**src/rtl/spi_target.sv**
```systemverilog
// ============================================================================
// Module   : spi_target
// Brief    : SPI target (slave) engine. Synchronizes SCK/CSn/SDI into clk,
//            runs the bit-level shift protocol in all four SCK modes and
//            exchanges frames with local logic through TX/RX FIFOs.
// Revision : 1.0 - initial release
// ============================================================================
`default_nettype none

module spi_target #(
  parameter int FIFODEPTH = 8
) (
  input  logic       clk,
  input  logic       reset,
  input  logic       SCKIn,
  input  logic       CSnIn,
  input  logic       SDIIn,
  output logic       SDOut,
  output logic       SDOutEn,
  input  logic [1:0] SckMode,
  input  logic [3:0] Len,
  input  logic       LsbFirst,
  input  logic [7:0] TxData,
  input  logic       TxValid,
  output logic       TxReady,
  output logic [7:0] RxData,
  output logic       RxValid,
  input  logic       RxReady,
  output logic       TxUnderrun,
  output logic       RxOverrun
);

  localparam int              c_aw      = (FIFODEPTH > 1) ? $clog2(FIFODEPTH) : 1;
  localparam logic [c_aw:0]   c_depth   = (c_aw + 1)'(FIFODEPTH);
  localparam logic [c_aw:0]   c_cnt_one = (c_aw + 1)'(1);
  localparam logic [c_aw-1:0] c_ptr_one = c_aw'(1);

  typedef enum logic [0:0] {
    ST_IDLE   = 1'b0,
    ST_ACTIVE = 1'b1
  } state_t;

  // synchronizers and edge-detect copy
  logic r_sck_s1, r_sck_s2, r_sck_d;
  logic r_csn_s1, r_csn_s2;
  logic r_sdi_s1, r_sdi_s2;

  // protocol state
  state_t     r_state;
  logic [7:0] r_tx_sr;
  logic [7:0] r_rx_sr;
  logic [3:0] r_cnt;
  logic       r_sdoen;
  logic       r_underrun;
  logic       r_overrun;

  // FIFO storage
  logic [7:0]      r_tx_mem [FIFODEPTH];
  logic [c_aw-1:0] r_tx_wr, r_tx_rd;
  logic [c_aw:0]   r_tx_cnt;
  logic [7:0]      r_rx_mem [FIFODEPTH];
  logic [c_aw-1:0] r_rx_wr, r_rx_rd;
  logic [c_aw:0]   r_rx_cnt;

  logic       w_sck_rise, w_sck_fall, w_lead, w_trail;
  logic       w_sample_edge, w_shift_edge;
  logic [3:0] w_len;
  logic [2:0] w_msb_idx;
  logic [7:0] w_mask;
  logic [7:0] w_rx_next;
  logic [3:0] w_cnt_inc;
  logic       w_start, w_act, w_sample, w_shift, w_done, w_load;
  logic       w_tx_empty, w_tx_push, w_tx_pop;
  logic       w_rx_full, w_rx_push, w_rx_pop;
  logic [7:0] w_tx_load_val;

  // Two-flop synchronizers; idle levels are CSn deasserted and SCK low
  always_ff @(posedge clk) begin
    if (reset) begin
      r_sck_s1 <= 1'b0;
      r_sck_s2 <= 1'b0;
      r_sck_d  <= 1'b0;
      r_csn_s1 <= 1'b1;
      r_csn_s2 <= 1'b1;
      r_sdi_s1 <= 1'b0;
      r_sdi_s2 <= 1'b0;
    end else begin
      r_sck_s1 <= SCKIn;
      r_sck_s2 <= r_sck_s1;
      r_sck_d  <= r_sck_s2;
      r_csn_s1 <= CSnIn;
      r_csn_s2 <= r_csn_s1;
      r_sdi_s1 <= SDIIn;
      r_sdi_s2 <= r_sdi_s1;
    end
  end

  assign w_sck_rise    = r_sck_s2 & ~r_sck_d;
  assign w_sck_fall    = ~r_sck_s2 & r_sck_d;
  assign w_lead        = SckMode[1] ? w_sck_fall : w_sck_rise;
  assign w_trail       = SckMode[1] ? w_sck_rise : w_sck_fall;
  assign w_sample_edge = SckMode[0] ? w_trail : w_lead;
  assign w_shift_edge  = SckMode[0] ? w_lead : w_trail;

  // Out-of-range lengths (0, >8) behave as full bytes
  assign w_len     = ((Len == 4'd0) || (Len > 4'd8)) ? 4'd8 : Len;
  assign w_msb_idx = 3'(w_len - 4'd1);
  assign w_mask    = 8'hFF >> (4'd8 - w_len);
  assign w_cnt_inc = r_cnt + 4'd1;

  // Next RX shift value: MSB first enters at bit 0, LSB first at bit Len-1
  always_comb begin
    w_rx_next = {r_rx_sr[6:0], r_sdi_s2};
    if (LsbFirst) begin
      w_rx_next            = r_rx_sr >> 1;
      w_rx_next[w_msb_idx] = r_sdi_s2;
    end
  end

  assign w_start  = (r_state == ST_IDLE) && !r_csn_s2;
  assign w_act    = (r_state == ST_ACTIVE) && !r_csn_s2;
  assign w_sample = w_act && w_sample_edge;
  assign w_shift  = w_act && w_shift_edge && (r_cnt != 4'd0);
  assign w_done   = w_sample && (w_cnt_inc == w_len);
  assign w_load   = w_start || w_done;

  assign w_tx_empty    = (r_tx_cnt == '0);
  assign TxReady       = (r_tx_cnt != c_depth);
  assign w_tx_push     = TxValid && TxReady;
  assign w_tx_pop      = w_load && !w_tx_empty;
  assign w_tx_load_val = w_tx_empty ? 8'h00 : r_tx_mem[r_tx_rd];

  assign w_rx_full = (r_rx_cnt == c_depth);
  assign RxValid   = (r_rx_cnt != '0);
  assign w_rx_push = w_done && !w_rx_full;
  assign w_rx_pop  = RxValid && RxReady;
  assign RxData    = RxValid ? r_rx_mem[r_rx_rd] : 8'h00;

  assign SDOut      = r_sdoen & (LsbFirst ? r_tx_sr[0] : r_tx_sr[w_msb_idx]);
  assign SDOutEn    = r_sdoen;
  assign TxUnderrun = r_underrun;
  assign RxOverrun  = r_overrun;

  // Frame FSM: select/deselect, sample/shift, frame completion and reload
  always_ff @(posedge clk) begin
    if (reset) begin
      r_state    <= ST_IDLE;
      r_tx_sr    <= 8'h00;
      r_rx_sr    <= 8'h00;
      r_cnt      <= 4'd0;
      r_sdoen    <= 1'b0;
      r_underrun <= 1'b0;
      r_overrun  <= 1'b0;
    end else begin
      r_underrun <= w_load && w_tx_empty;
      r_overrun  <= w_done && w_rx_full;
      case (r_state)
        ST_IDLE: begin
          if (w_start) begin
            r_state <= ST_ACTIVE;
            r_tx_sr <= w_tx_load_val;
            r_rx_sr <= 8'h00;
            r_cnt   <= 4'd0;
            r_sdoen <= 1'b1;
          end
        end
        ST_ACTIVE: begin
          if (r_csn_s2) begin
            // deselect aborts any partial frame
            r_state <= ST_IDLE;
            r_tx_sr <= 8'h00;
            r_rx_sr <= 8'h00;
            r_cnt   <= 4'd0;
            r_sdoen <= 1'b0;
          end else if (w_done) begin
            r_tx_sr <= w_tx_load_val;
            r_rx_sr <= 8'h00;
            r_cnt   <= 4'd0;
          end else if (w_sample) begin
            r_rx_sr <= w_rx_next;
            r_cnt   <= w_cnt_inc;
          end else if (w_shift) begin
            r_tx_sr <= LsbFirst ? (r_tx_sr >> 1) : (r_tx_sr << 1);
          end
        end
        default: r_state <= ST_IDLE;
      endcase
    end
  end

  // TX FIFO pointers and occupancy; pop on every frame load
  always_ff @(posedge clk) begin
    if (reset) begin
      r_tx_wr  <= '0;
      r_tx_rd  <= '0;
      r_tx_cnt <= '0;
    end else begin
      if (w_tx_push) r_tx_wr <= r_tx_wr + c_ptr_one;
      if (w_tx_pop)  r_tx_rd <= r_tx_rd + c_ptr_one;
      case ({w_tx_push, w_tx_pop})
        2'b10:   r_tx_cnt <= r_tx_cnt + c_cnt_one;
        2'b01:   r_tx_cnt <= r_tx_cnt - c_cnt_one;
        default: r_tx_cnt <= r_tx_cnt;
      endcase
    end
  end

  // TX FIFO storage
  always_ff @(posedge clk) begin
    if (w_tx_push) r_tx_mem[r_tx_wr] <= TxData;
  end

  // RX FIFO pointers and occupancy; full FIFO drops completed frames
  always_ff @(posedge clk) begin
    if (reset) begin
      r_rx_wr  <= '0;
      r_rx_rd  <= '0;
      r_rx_cnt <= '0;
    end else begin
      if (w_rx_push) r_rx_wr <= r_rx_wr + c_ptr_one;
      if (w_rx_pop)  r_rx_rd <= r_rx_rd + c_ptr_one;
      case ({w_rx_push, w_rx_pop})
        2'b10:   r_rx_cnt <= r_rx_cnt + c_cnt_one;
        2'b01:   r_rx_cnt <= r_rx_cnt - c_cnt_one;
        default: r_rx_cnt <= r_rx_cnt;
      endcase
    end
  end

  // RX FIFO storage, masked to the active frame length
  always_ff @(posedge clk) begin
    if (w_rx_push) r_rx_mem[r_rx_wr] <= w_rx_next & w_mask;
  end

endmodule

`default_nettype wire

```
**config.mk**
```make
export PLATFORM = sky130hd
export DESIGN_NAME = spi_target
export DESIGN_NICKNAME = d
export VERILOG_FILES = /design/src/rtl/spi_target.sv
export SDC_FILE = /design/constraint.sdc
export NUM_CORES = 1
export LEC_CHECK = 0
export CAP_MARGIN = 20
export CELL_PAD_IN_SITES_DETAIL_PLACEMENT = 1
export CELL_PAD_IN_SITES_GLOBAL_PLACEMENT = 1
export CORE_AREA = 2 2 127 129
export CTS_BUF_LIST = sky130_fd_sc_hd__clkbuf_2 sky130_fd_sc_hd__clkbuf_4 sky130_fd_sc_hd__clkbuf_8
export DETAILED_ROUTE_END_ITERATION = 7
export DIE_AREA = 0 0 129 131
export PLACE_DENSITY = 0.92
export SYNTH_ARGS = -nofsm -noshare
export SYNTH_HDL_FRONTEND = slang
export SYNTH_SLANG_ARGS = --single-unit
```
**constraint.sdc**
```tcl
create_clock -name clk -period 3.4 [get_ports clk]
set_input_delay 0.51 -clock clk [delete_from_list [all_inputs] [get_ports clk]]
set_output_delay 0.51 -clock clk [all_outputs]
set_load 0.005 [all_outputs]
```
**Word level (Yosys, flattened, before mapping)**

Memory sizes are Yosys's and may differ from the RTL's. A register that Yosys moved wholly into a read port is not among the register bits.
Cells that the tools add are included.

- Input port bits: 22
- Output and inout bits: 14
- Register bits: 51
- Memories: 2
- Bits in latches: 0
- RAM bits: 128
- ROM bits: 0
- Logic and storage cells: 130

Memory list:

| memory | depth | bits a word | rd ports | clocked after memory_dff | wr ports | line | RTL |
|---|---|---|---|---|---|---|---|
| r_rx_mem | 8 | 8 | 1 | 1 | 1 | 61 | `logic [7:0] r_rx_mem [FIFODEPTH];` |
| r_tx_mem | 8 | 8 | 1 | 1 | 1 | 58 | `logic [7:0] r_tx_mem [FIFODEPTH];` |

- Divide/modulo/power cells: 0
- $mul: 0
- Bitwise gates (word level): 7
- Add/subtract/negate cells: 11
- Order comparisons: 3
- Equal/unequal tests: 12
- Muxes and demuxes: 47
- Reduce and logical (&&, ||, !) cells: 27
- Shift-type cells: 1

Operator list:

| kind | number |
|---|---|
| 8-bit 2-to-1 mux | 13 |
| 8-bit case mux with 2 select lines | 2 |
| 4-bit case mux with 2 select lines | 3 |
| 4-bit 2-to-1 mux | 5 |
| 1-bit 2-to-1 mux | 15 |
| 1-bit logical AND | 13 |
| 3-bit by 1-bit adder with 3-bit output (second input constant) | 4 |
| 4-bit by 1-bit adder with 4-bit output (second input constant) | 3 |
| 3-bit 2-to-1 mux | 4 |
| 8-bit AND | 1 |
| 8-bit bitwise mux | 1 |
| 4-bit logical NOT | 2 |
| 4-bit by 2-bit inequality test with 1-bit output (second input constant) | 2 |
| 4-bit nonzero test | 2 |
| 8-bit by 4-bit right shift with 8-bit output (first input constant) | 1 |
| 4-bit by 1-bit subtractor with 4-bit output (second input constant) | 2 |
| 2-bit by 1-bit equality test with 1-bit output (second input constant) | 2 |
| 2-bit equality test (second input constant) | 2 |
| 4-bit equality test | 1 |
| 4-bit equality test (second input constant) | 1 |
| 4-bit greater-than comparator (second input constant) | 1 |
| 3-bit by 4-bit less-than comparator with 1-bit output (second input constant) | 1 |
| 2-bit inequality test (second input constant) | 2 |
| 4-bit by 3-bit inequality test with 1-bit output (second input constant) | 1 |
| 14 further kinds | 24 |

**Logic depth before layout (Yosys ltp)**

Gate-level depths: netlist of run 1.

- Depth in word-level cells: 14
- Gate-level depth with buffers: 15
- Gate-level depth less buffers: 14

**Least setup slack after synthesis of run 1**

OpenSTA, ideal clock, no wires.

- Path type: register -> register
- Start: register r_cnt[0]
- End: register r_rx_cnt[2]
- Clock period less this slack: 3.074 ns
- Slack: 0.326 ns
- Stages on the path, launching flop included: 15
- Setup time: 0.071 ns
- Data required time: 3.329 ns
- Buffers on the path: 1
- Arrival: 3.003 ns
- Cells stage by stage: dfxtp_1 -> inv_1 -> ha_1 -> nor3_1 -> o2111a_4 -> and3_1 -> buf_6 -> inv_1 -> ha_1 -> xor2_1 -> ha_1 -> a21oi_1 -> xor2_1 -> or3_1 -> a21oi_1

- Word-level cells in the longest chain between the ends: 6
- Elaborated cells between the ends (all ways): 8
- Classes of those cells: 1 x add/sub; 3 x eq/ne; 1 x mux; 3 x reduce/logical

Ends and longest elaborated chain:

| item | line | RTL |
|---|---|---|
| start: declaration | 52 | `logic [3:0] r_cnt;` |
| start signal: assignment | 181 | `r_cnt <= w_cnt_inc;` |
| 4-bit by 1-bit adder with 4-bit output (*) | 109 | `assign w_cnt_inc = r_cnt + 4'd1;` |
| 4-bit equality test (*) | 124 | `assign w_done = w_sample && (w_cnt_inc == w_len);` |
| 1-bit logical AND (*) | 124 |  |
| 1-bit logical AND (*) | 135 | `assign w_rx_push = w_done && !w_rx_full;` |
| 2-bit by 1-bit equality test with 1-bit output or 2-bit equality test (tied branches) | 222 | `case ({w_rx_push, w_rx_pop})` |
| 4-bit case mux with 2 select lines or 2-bit nonzero test (tied branches) | n/a |  |
| end signal: assignment | 223 | `2'b10: r_rx_cnt <= r_rx_cnt + c_cnt_one;` |
| end signal: assignment | 224 | `2'b01: r_rx_cnt <= r_rx_cnt - c_cnt_one;` |
| end signal: assignment | 225 | `default: r_rx_cnt <= r_rx_cnt;` |
| end: declaration | 63 | `logic [c_aw:0] r_rx_cnt;` |

Every way passes the cells marked *; elsewhere a longest branch is shown, timed or not.
A chain may end at the register's enable or synchronous reset.

**Worst setup path after layout of run 1**

- Start: input port Len[0]
- End: output port SDOut

- Word-level cells in the longest chain between the ends: 8
- Elaborated cells between the ends (all ways): 9
- Classes of those cells: 1 x add/sub; 1 x order compare; 4 x mux; 1 x bitwise; 2 x reduce/logical

Ends and longest elaborated chain:

| item | line | RTL |
|---|---|---|
| start: declaration | 21 | `input logic [3:0] Len,` |
| 4-bit greater-than comparator or 4-bit logical NOT (tied branches) | 106 | `assign w_len = ((Len == 4'd0) \|\| (Len > 4'd8)) ? 4'd8 : Len;` |
| 1-bit logical OR | 106 |  |
| 4-bit 2-to-1 mux (*) | 106 |  |
| 3-bit by 1-bit subtractor with 3-bit output (*) | 107 | `assign w_msb_idx = 3'(w_len - 4'd1);` |
| 1-bit binary-select mux with 3-bit select (*) | 139 | `assign SDOut = r_sdoen & (LsbFirst ? r_tx_sr[0] : r_tx_sr[w_msb_idx]);` |
| 1-bit 2-to-1 mux (not written as such) (*) | 139 |  |
| 1-bit 2-to-1 mux (*) | 139 |  |
| 1-bit AND (*) | 139 |  |
| end: declaration | 18 | `output logic SDOut,` |

Every way passes the cells marked *; elsewhere a longest branch is shown, timed or not. The select of a mux whose other input is x is not followed.

==> results.py, run 1 <==
metrics = {
    "synthesis": {
        "seq_area_frac_synth": 0.616,
        "synthTopCellsByArea": "edfxtp_1 (48%), dfxtp_1 (14%), mux4_2 (9.2%)",
        "synth-main-ff-cell": "edfxtp_1",
        "synth_top_family_by_area": "multiplexers",
        "yosysTopAreaCell": "edfxtp_1",
        "ys_ff_latch": 185,
        "synth_mux_area_frac": 0.148,
        "syn_inst": 564,
        "synth_edf_count": 128,
        "synth_area_um2": 8090,
        "synth-simple-area-share": 0.0968,
        "synth_nets": 605,
        "synth_area_per_cell_um2": 14.3,
        "synthArstFlopShare": 0,
        "synth.distinct_cells": 62,
        "synth-adder-area-share": 0.0294,
        "synthXorXnorAreaFrac": 0.0247,
        "yosys.area.top_type_share": 0.475,
        "yosysWarnings": 0,
        "synth_compound_area_frac": 0.0636,
    },
    "route": {
        "vias": 4944,
        "drtPass1Iterations": 4,
        "drt_iter0_drc": 223,
        "routedWlPerCell_um": 21.0,
        "drc": 0,
        "ant_nets": 0,
        "totalWireLength_um": 18200,
        "via_per_inst": 5.71,
    },
    "timing": {
        "finalSetupViolCount": 0,
        "rsz0062_at_grt": "no",
        "fin_skew_ns": 0.0179,
        "max_slew_margin": 0.391,
        "final_hold_viol_count": 0,
        "post-route-min-period_ns": 3.19,
        "finalWorstSetupSlack_ns": 0.210,
        "tightest_slew_ns": 0.911,
        "fmax_mhz": 313,
        "report.final.slew_viol_count": 0,
        "fin_crit_sh": 0.938,
    },
    "clock_tree": {
        "clockBufferDepth": 2,
        "cts_tree": "yes",
        "postCtsSetupBuffers": 0,
        "ctsHoldBuffers": 0,
        "cts_sinks": 185,
        "root_buffer": "clkbuf_8",
        "insertion_delay_ns": 0.47,
        "numCtsBuffers": 17,
        "clkTransAtPathRegs_ns": 0.09,
        "htree_levels": 4,
    },
    "floorplan": {
        "ioPinCount": 36,
        "initial_core_util": 0.519,
        "core_area_um2": 15600,
        "rows": 46,
        "chipHeight_um": 131,
        "dieArea_um2": 16900,
        "die_w_um": 129,
    },
    "setup_path": {
        "r2r-start": "r_cnt[0]$_SDFFE_PP0P_",
        "critPathKind": "in -> out",
        "start_kind": "input pin",
        "crit_fanout": 7,
        "timing.critical_path.slowest_cell_delay_ns": 0.48,
        "cp-end-kind": "output port",
        "critPathRequiredTime_ns": 2.89,
        "worstPathArrival_ns": 2.68,
        "crit_slowest_cell": "clkdlybuf4s50_1",
        "crit_chain": "clkdlybuf4s50_1, or2b_1, ha_1, inv_1, ha_1, buf_4, nor2b_1, a21oi_1, o21ai_1, a21oi_2, dlygate4sd2_1",
        "cp-startpoint": "Len[0]",
        "crit_path_frequent_cell": "ha_1",
    },
    "placement": {
        "dp_slack_ns": -0.167,
        "dp_cells": 835,
        "dp_hpwl_um": 12900,
        "portBuffers": 35,
        "gp_congestion": 0.805,
    },
    "finish": {
        "layout_commonest_cell": "edfxtp_1",
        "areaGrowthSynthToFinish_pct": 15.3,
        "final_cell_mix": "edfxtp_1 (128), nor2_1 (63), dfxtp_1 (55)",
        "final_core_util": 0.598,
        "drive_gt1_frac": 0.215,
        "nets": 679,
        "fillers": 1484,
        "stdcell_count": 866,
        "antenna_cells": 0,
    },
    "grt": {
        "antenna_found_initial": 0,
        "busiest_layer": "met2",
        "use_met2": 0.439,
        "grt_overflow_total": 0,
        "use_met1": 0.247,
        "use_met3": 0.0415,
        "grt_first_pass_wirelength_um": 28600,
        "grt_pass1_vias": 5423,
        "grtUsageTotal": 0.229,
        "grt_max_degree": 26,
    },
    "outcome": {
        "status": "finished clean",
    },
    "min_path": {
        "min-delay-start": "r_csn_s1$_SDFF_PP1_",
        "min_path_type": "reg -> reg",
    },
    "power": {
        "p_leak_nw": 3.15,
        "power_density_nw_per_um2": 448,
        "vdd_drop_max_uv": 309,
    },
    "job": {
        "drv_cap": 0,
    },
}
[kinds of logic (layout without fill, tap and decap cells)]
group,after synthesis,in the layout
adders and majority gates,19,19
buffers and inverters,40,126
DFF,185,185
xor gates and xnor gates,22,22
and+or+nand+nor,151,151
muxes,77,77
AOI/OAI and AO/OA,70,70
[power by group]
part	switching, W	leakage (nW)	internal [W]	total, W
registers	0.0000308	1.62	0.00244	0.00247
logic	0.000174	1.36	0.000138	0.000312
clock network	0.000799	0.179	0.000601	0.00140
[cell type report]
type | instances | area, µm² | area share
clock buffer | 19 | 249 | 0.0267
clock inverter | 12 | 116 | 0.0125
inverter | 14 | 52.6 | 0.00564
multi-input combinational | 339 | 2950 | 0.317
sequential | 185 | 4990 | 0.535
tap | 216 | 270 | 0.0290
timing repair buffer | 81 | 693 | 0.0743
[registers in the layout, indices dropped and copies added, names as in the netlist, named ones only]
| name | flops |
|---|---|
| RxOverrun | 1 |
| SDOutEn | 1 |
| TxUnderrun | 1 |
| r_cnt | 4 |
| r_csn_s1 | 1 |
| r_csn_s2 | 1 |
| r_rx_cnt | 4 |
| r_rx_mem | 64 |
| r_rx_rd | 3 |
| r_rx_sr | 8 |
| r_rx_wr | 3 |
| r_sck_d | 1 |
| r_sck_s1 | 1 |
| r_sck_s2 | 1 |
| r_sdi_s1 | 1 |
| r_sdi_s2 | 1 |
| r_state | 1 |
| r_tx_cnt | 4 |
| r_tx_mem | 64 |
| r_tx_rd | 3 |
| r_tx_sr | 8 |
| r_tx_wr | 3 |
[critical path: cells and delay by family]
family                   cells  cell delay, ns
AND/OR/NAND/NOR              2            0.42
AO/OA/AOI/OAI                3            0.29
adder cells (fa/ha/maj)      2            0.47
buffers and inverters        4            0.98
[cells in the mapped netlist (all sizes together) (2+ instances only)]
master,instances
nor4,4
o21ai,9
nand4,2
nor2,63
xnor2,9
nor2b,12
mux4,33
nand4b,2
mux2i,36
edfxtp,128
nor3b,5
a22oi,9
xor2,13
clkbuf,14
nand2,19
ha,19
or3,3
o21a,2
buf,12
or2,2
nand3,9
a31oi,3
or2b,2
mux2,8
nand2b,7
inv,13
nor4bb,4
o2bb2ai,8
dfxtp,57
nor3,13
a21oi,25
[stage by stage]
stage / power (W) / hold WS (ns) / TNS (ns) / cell area (µm²)
3_3_place_gp: 0.00280 / 0.399 / -0.0120 / 8930
5_1_grt: 0.00430 / 0.438 / 0 / 9320
6_report: 0.00418 / 0.442 / 0 / 9320
2_1_floorplan: 0.00269 / 0.389 / 0 / 8090
4_1_cts: 0.00420 / 0.441 / 0 / 9300
3_5_place_dp: 0.00283 / 0.401 / -2.51 / 8930
[timing repair]
item | CTS | global route
gates resized for setup | 5 | 4
pin swaps | 0 | 0
endpoints found under the hold margin | 0 | 0
setup endpoints to repair | 2 | 2
[worst paths after layout]
path | endpoint | slack (ns) | cells after the start
worst min-delay path | r_csn_s2$_SDFF_PP1_ | 0.44 | 1
worst max register to register | r_tx_cnt[2]$_SDFFE_PP0P_ | 0.23 | 14
worst min register to register | r_csn_s2$_SDFF_PP1_ | 0.44 | 1
worst max-delay path | SDOut | 0.21 | 11
[per-layer routing]
| layer | routed length [µm] | vias to the layer above |
|---|---|---|
| met5 | 0 | - |
| met4 | 522 | 0 |
| met3 | 516 | 35 |
| met2 | 10100 | 105 |
| met1 | 7050 | 2525 |
| li1 | - | 2279 |
No activity file was read; power rests on OpenSTA's default activity.
==> run 2: changes to the inputs <==
--- a/config.mk
+++ b/config.mk
@@ -12,7 +12,9 @@
 export CTS_BUF_LIST = sky130_fd_sc_hd__clkbuf_2 sky130_fd_sc_hd__clkbuf_4 sky130_fd_sc_hd__clkbuf_8
 export DETAILED_ROUTE_END_ITERATION = 7
 export DIE_AREA = 0 0 129 131
+export GPL_TIMING_DRIVEN = 1
 export PLACE_DENSITY = 0.92
+export SKIP_CTS_REPAIR_TIMING = 1
 export SYNTH_ARGS = -nofsm -noshare
 export SYNTH_HDL_FRONTEND = slang
 export SYNTH_SLANG_ARGS = --single-unit
==> run 2 against run 1 <==
  * Highest routed layer unchanged
  * Critical path type is now reg -> reg
  * Total power about the same
  * Setup slack got worse by 0.040 ns
  * Hold slack improved by 0.0071 ns
==> results.py, run 2 (synthesis gave the netlist of run 1 again) <==
metrics = {
    "setup_path": {
        "critPathKind": "reg -> reg",
        "crit_end": "r_tx_cnt[2]$_SDFFE_PP0P_",
        "critPathRequiredTime_ns": 3.79,
        "start_kind": "register",
        "worstPathArrival_ns": 3.62,
        "crit_fanout": 6,
        "r2r-start": "r_cnt[0]$_SDFFE_PP0P_",
        "timing.critical_path.slowest_cell_delay_ns": 0.40,
        "cp-end-kind": "register",
        "r2r.worst_path.cells": 14,
        "crit_chain": "inv_1, ha_4, xor2_1, o22ai_2, o2111a_4, a21oi_4, nor2_1, ha_1, xor2_1, ha_1, a21oi_1, xor2_1, or3_1, a21oi_1",
        "path_delay_family": "compound AO/OA/AOI/OAI gates",
        "path_buf_inv": 1,
        "crit_path_frequent_cell": "xor2_1",
        "timing.rr.end": "r_tx_cnt[2]$_SDFFE_PP0P_",
        "cp-startpoint": "r_cnt[0]$_SDFFE_PP0P_",
        "crit_cells": 14,
        "r2r_setup_slack_ns": 0.17,
        "crit_slowest_cell": "dfxtp_4",
    },
    "grt": {
        "grtUsageTotal": 0.228,
        "grt_max_degree": 26,
        "grt_first_pass_wirelength_um": 28600,
        "grt_overflow_total": 0,
        "grt_pass1_vias": 5424,
        "antenna_found_initial": 0,
    },
    "floorplan": {
        "initial_core_util": 0.519,
        "core_area_um2": 15600,
        "dieArea_um2": 16900,
        "chipHeight_um": 131,
        "ioPinCount": 36,
        "rows": 46,
        "die_w_um": 129,
    },
    "route": {
        "ant_nets": 0,
        "drc": 0,
        "routedWlPerCell_um": 21.1,
        "drt_iter0_drc": 225,
        "drtPass1Iterations": 4,
        "via_per_inst": 5.70,
        "totalWireLength_um": 18300,
        "vias": 4933,
    },
    "clock_tree": {
        "insertion_delay_ns": 0.47,
        "clockBufferDepth": 2,
        "cts_tree": "yes",
        "root_buffer": "clkbuf_8",
        "numCtsBuffers": 17,
        "htree_levels": 4,
        "clkTransAtPathRegs_ns": 0.09,
        "cts_sinks": 185,
    },
    "finish": {
        "layout_commonest_cell": "edfxtp_1",
        "nets": 679,
        "stdcell_count": 866,
        "top_regs": "r_rx_mem (64), r_tx_mem (64)",
        "antenna_cells": 0,
        "stdcell_area_um2": 9340,
        "final_core_util": 0.599,
        "drive_gt1_frac": 0.217,
        "areaGrowthSynthToFinish_pct": 15.4,
        "final_cell_mix": "edfxtp_1 (128), nor2_1 (63), dfxtp_1 (55)",
    },
    "placement": {
        "dp_hpwl_um": 12900,
        "placed_cell_area_um2": 8930,
        "dp_cells": 835,
        "portBuffers": 35,
        "gp_congestion": 0.805,
    },
    "outcome": {
        "status": "finished clean",
    },
    "timing": {
        "finalSetupViolCount": 0,
        "final_hold_viol_count": 0,
        "report.final.slew_viol_count": 0,
        "fin_skew_ns": 0.0194,
        "fin_tns_setup_ns": 0,
        "fin_crit_sh": 0.950,
        "post-route-min-period_ns": 3.23,
        "max_slew_margin": 0.381,
        "fmax_mhz": 310,
        "rsz0062_at_grt": "no",
        "tightest_slew_ns": 0.925,
    },
    "min_path": {
        "min_path_type": "reg -> reg",
        "min_path_cells": 1,
    },
    "job": {
        "drv_cap": 0,
    },
    "power": {
        "vdd_drop_max_uv": 308,
        "power_density_nw_per_um2": 448,
        "p_leak_nw": 3.18,
    },
}
[run 2: cell count changes in the layout (fill, tap and decap cells not counted), sizes merged]
| cell | previous run | this run |
|---|---|---|
| dlygate4sd2 | 2 | 0 |
| dlymetal6s2s | 0 | 2 |
[run 2: power breakdown]
group	leakage, nW	switching (W)	total (W)	internal [W]
Combinational	1.38	0.000174	0.000314	0.000139
Sequential	1.62	0.0000315	0.00247	0.00244
Clock	0.179	0.000801	0.00140	0.000601
[run 2: stage by stage]
stage / worst slack (ns) / total power [W] / hold WS, ns
after floorplan: 0.326 / 0.00269 / 0.389
after global placement: -0.0120 / 0.00280 / 0.399
after detailed placement: -0.167 / 0.00283 / 0.401
after CTS: -0.0888 / 0.00420 / 0.441
after global routing: 0.0175 / 0.00431 / 0.443
final: 0.170 / 0.00418 / 0.449
[run 2: per-layer routing]
metal,vias to the layer above,wire (µm),track usage
met1,2514,7010,0.246
li1,2272,-,-
met4,0,554,0.0985
met3,37,556,0.0415
met2,110,10200,0.439
met5,-,0,0
[run 2: worst register-to-register path, stage by stage (launching register included)]
cell	delay, ns
dfxtp_4	0.40
inv_1	0.11
ha_4	0.30
xor2_1	0.19
o22ai_2	0.12
o2111a_4	0.34
a21oi_4	0.19
nor2_1	0.10
ha_1	0.23
xor2_1	0.17
ha_1	0.21
a21oi_1	0.19
xor2_1	0.12
or3_1	0.33
a21oi_1	0.16
[run 2: worst min path at each step]
stage	from	end	slack, ns
after floorplan	r_csn_s1$_SDFF_PP1_	r_csn_s2$_SDFF_PP1_	0.39
final	r_csn_s1$_SDFF_PP1_	r_csn_s2$_SDFF_PP1_	0.45
after CTS	r_csn_s1$_SDFF_PP1_	r_csn_s2$_SDFF_PP1_	0.44
after global routing	r_csn_s1$_SDFF_PP1_	r_csn_s2$_SDFF_PP1_	0.44
after global placement	r_csn_s1$_SDFF_PP1_	r_csn_s2$_SDFF_PP1_	0.40
after detailed placement	r_csn_s1$_SDFF_PP1_	r_csn_s2$_SDFF_PP1_	0.40
[run 2: final cells by class]
| cell class | instances | area [µm²] |
|---|---|---|
| fill | 1483 | 6260 |
| sequential | 185 | 4990 |
| multi-input combinational | 339 | 2960 |
| timing repair buffer | 81 | 701 |
| tap | 216 | 270 |
| clock buffer | 19 | 249 |
| clock inverter | 12 | 116 |
| inverter | 14 | 52.6 |
==> run 3: changes to the inputs <==
--- a/config.mk
+++ b/config.mk
@@ -13,6 +13,7 @@
 export DETAILED_ROUTE_END_ITERATION = 7
 export DIE_AREA = 0 0 129 131
 export GPL_TIMING_DRIVEN = 1
+export MAX_ROUTING_LAYER = met4
 export PLACE_DENSITY = 0.92
 export SKIP_CTS_REPAIR_TIMING = 1
 export SYNTH_ARGS = -nofsm -noshare
==> run 3 against run 2 <==
  * Routed wire length is 0.18% lower
  * Sequential cell count stayed put
  * Critical endpoint unchanged
  * Count of clock-buffer cells in the layout stayed put
  * First-iteration DRC count is 1.8% lower
  * Cell count stayed put
  * Clock skew is 0.0018 ns lower
  * Maximum frequency hardly changed
  * Global-route usage is 0.69 points higher
  * Setup slack better by 0.0022 ns
  * Register-to-register slack hardly changed
  * Via count is 0.14% lower
==> results.py, run 3 (synthesis gave the netlist of run 1 again) <==
metrics = {
    "clock_tree": {
        "cts_sinks": 185,
        "clockBufferDepth": 2,
        "numCtsBuffers": 17,
        "insertion_delay_ns": 0.47,
        "htree_levels": 4,
        "cts_tree": "yes",
        "clkTransAtPathRegs_ns": 0.09,
        "root_buffer": "clkbuf_8",
    },
    "min_path": {
        "min_to": "r_sck_s2$_SDFF_PP0_",
        "min-delay-start": "r_sck_s1$_SDFF_PP0_",
        "min_path_cells": 1,
        "min_path_type": "reg -> reg",
    },
    "power": {
        "p_seq_frac": 0.591,
        "clkPwrFrac": 0.334,
        "p_sw_frac": 0.240,
        "p_leak_nw": 3.18,
        "vdd_drop_max_uv": 309,
        "p_sw_w": 0.00100,
        "power_density_nw_per_um2": 448,
        "finalPower_w": 0.00418,
        "power.internal_w": 0.00318,
        "power_frac_comb": 0.075,
    },
    "timing": {
        "finalSetupViolCount": 0,
        "fin_crit_sh": 0.949,
        "fmax_mhz": 310,
        "max_slew_margin": 0.379,
        "report.final.slew_viol_count": 0,
        "fin_skew_ns": 0.0176,
        "finalWorstSetupSlack_ns": 0.172,
        "post-route-min-period_ns": 3.23,
        "rsz0062_at_grt": "no",
        "tightest_slew_ns": 0.929,
        "final_hold_viol_count": 0,
    },
    "finish": {
        "layout_commonest_cell": "edfxtp_1",
        "antenna_cells": 0,
        "areaGrowthSynthToFinish_pct": 15.4,
        "nets": 679,
        "stdcell_count": 866,
        "final_cell_mix": "edfxtp_1 (128), nor2_1 (63), dfxtp_1 (55)",
        "stdcell_area_um2": 9340,
        "top_regs": "r_rx_mem (64), r_tx_mem (64)",
        "drive_gt1_frac": 0.217,
    },
    "setup_path": {
        "r2r-start": "r_cnt[0]$_SDFFE_PP0P_",
        "crit_slowest_cell": "dfxtp_4",
        "crit_path_frequent_cell": "xor2_1",
        "start_kind": "register",
        "worstPathArrival_ns": 3.62,
        "critPathKind": "reg -> reg",
        "r2r.worst_path.cells": 14,
        "critPathRequiredTime_ns": 3.79,
        "timing.rr.end": "r_tx_cnt[2]$_SDFFE_PP0P_",
        "timing.critical_path.slowest_cell_delay_ns": 0.40,
        "crit_chain": "inv_1, ha_4, xor2_1, o22ai_2, o2111a_4, a21oi_4, nor2_1, ha_1, xor2_1, ha_1, a21oi_1, xor2_1, or3_1, a21oi_1",
        "cp-end-kind": "register",
        "crit_fanout": 6,
        "r2r_setup_slack_ns": 0.17,
    },
    "placement": {
        "gp_congestion": 0.817,
        "dp_slack_ns": -0.167,
        "dp_cells": 835,
        "placed_cell_area_um2": 8930,
        "portBuffers": 35,
        "dp_hpwl_um": 12900,
    },
    "route": {
        "ant_nets": 0,
        "drtPass1Iterations": 5,
        "via_per_inst": 5.69,
        "vias": 4926,
        "routedWlPerCell_um": 21.1,
        "drc": 0,
        "totalWireLength_um": 18200,
        "drt_iter0_drc": 221,
    },
    "floorplan": {
        "ioPinCount": 36,
        "rows": 46,
        "core_area_um2": 15600,
        "initial_core_util": 0.519,
        "dieArea_um2": 16900,
        "chipHeight_um": 131,
        "die_w_um": 129,
    },
    "grt": {
        "grt_pass1_vias": 5426,
        "grt_first_pass_wirelength_um": 28600,
        "antenna_found_initial": 0,
        "grtUsageTotal": 0.235,
        "grt_overflow_total": 0,
        "grt_max_degree": 26,
    },
    "outcome": {
        "status": "finished clean",
    },
    "job": {
        "drv_cap": 0,
    },
}
[run 3: cell counts in the layout (fill, tap and decap cells not counted)]
Identical to the previous run, type by type.
[run 3: worst max path at each step]
stage | start | endpoint | slack [ns]
after floorplan | r_cnt[0]$_SDFFE_PP0P_ | r_rx_cnt[2]$_SDFFE_PP0P_ | 0.33
after global placement | Len[3] | SDOut | -0.01
after detailed placement | Len[3] | r_rx_mem[4][1]$_DFFE_PP_ | -0.17
after CTS | Len[3] | SDOut | -0.09
after global routing | r_cnt[0]$_SDFFE_PP0P_ | r_tx_cnt[2]$_SDFFE_PP0P_ | 0.02
final | r_cnt[0]$_SDFFE_PP0P_ | r_tx_cnt[2]$_SDFFE_PP0P_ | 0.17
[run 3: power groups by stage]
stage	clock (W)	combinational (W)	sequential, W
2_1_floorplan	0	0.000184	0.00251
3_5_place_dp	0	0.000310	0.00252
6_report	0.00140	0.000313	0.00247
5_1_grt	0.00149	0.000341	0.00247
4_1_cts	0.00142	0.000313	0.00247
3_3_place_gp	0	0.000285	0.00252
[run 3: worst max-delay path: cells and delay by family (launching register included)]
family	cells	cell delay, ns
adder cells (fa/ha/maj)	3	0.75
buffers and inverters	1	0.11
AND/OR/NAND/NOR	2	0.43
XOR/XNOR	3	0.47
AO/OA/AOI/OAI	5	1.00
flip-flops	1	0.40
[run 3: final cells by class]
type,count,area (µm²)
Clock buffer,19,249
Tap cell,216,270
Fill cell,1483,6260
Sequential cell,185,4990
Multi-Input combinational cell,339,2960
Inverter,14,52.6
Clock inverter,12,116
Timing Repair Buffer,81,701
[run 3: routing by layer]
metal / track usage / vias to the layer above / wire (µm)
met5: - / - / 0
met4: 0.0985 / 0 / 556
met3: 0.0403 / 38 / 493
met2: 0.440 / 102 / 10200
met1: 0.245 / 2511 / 7000
li1: - / 2275 / -
[run 3: metrics by stage]
stage | utilization | setup TNS, ns | hold WS (ns)
finish | 0.599 | 0 | 0.451
global route | 0.599 | 0 | 0.441
CTS | 0.596 | -0.0931 | 0.441
detailed placement | 0.573 | -2.51 | 0.401
global placement | 0.573 | -0.0120 | 0.399
floorplan | - | 0 | 0.389
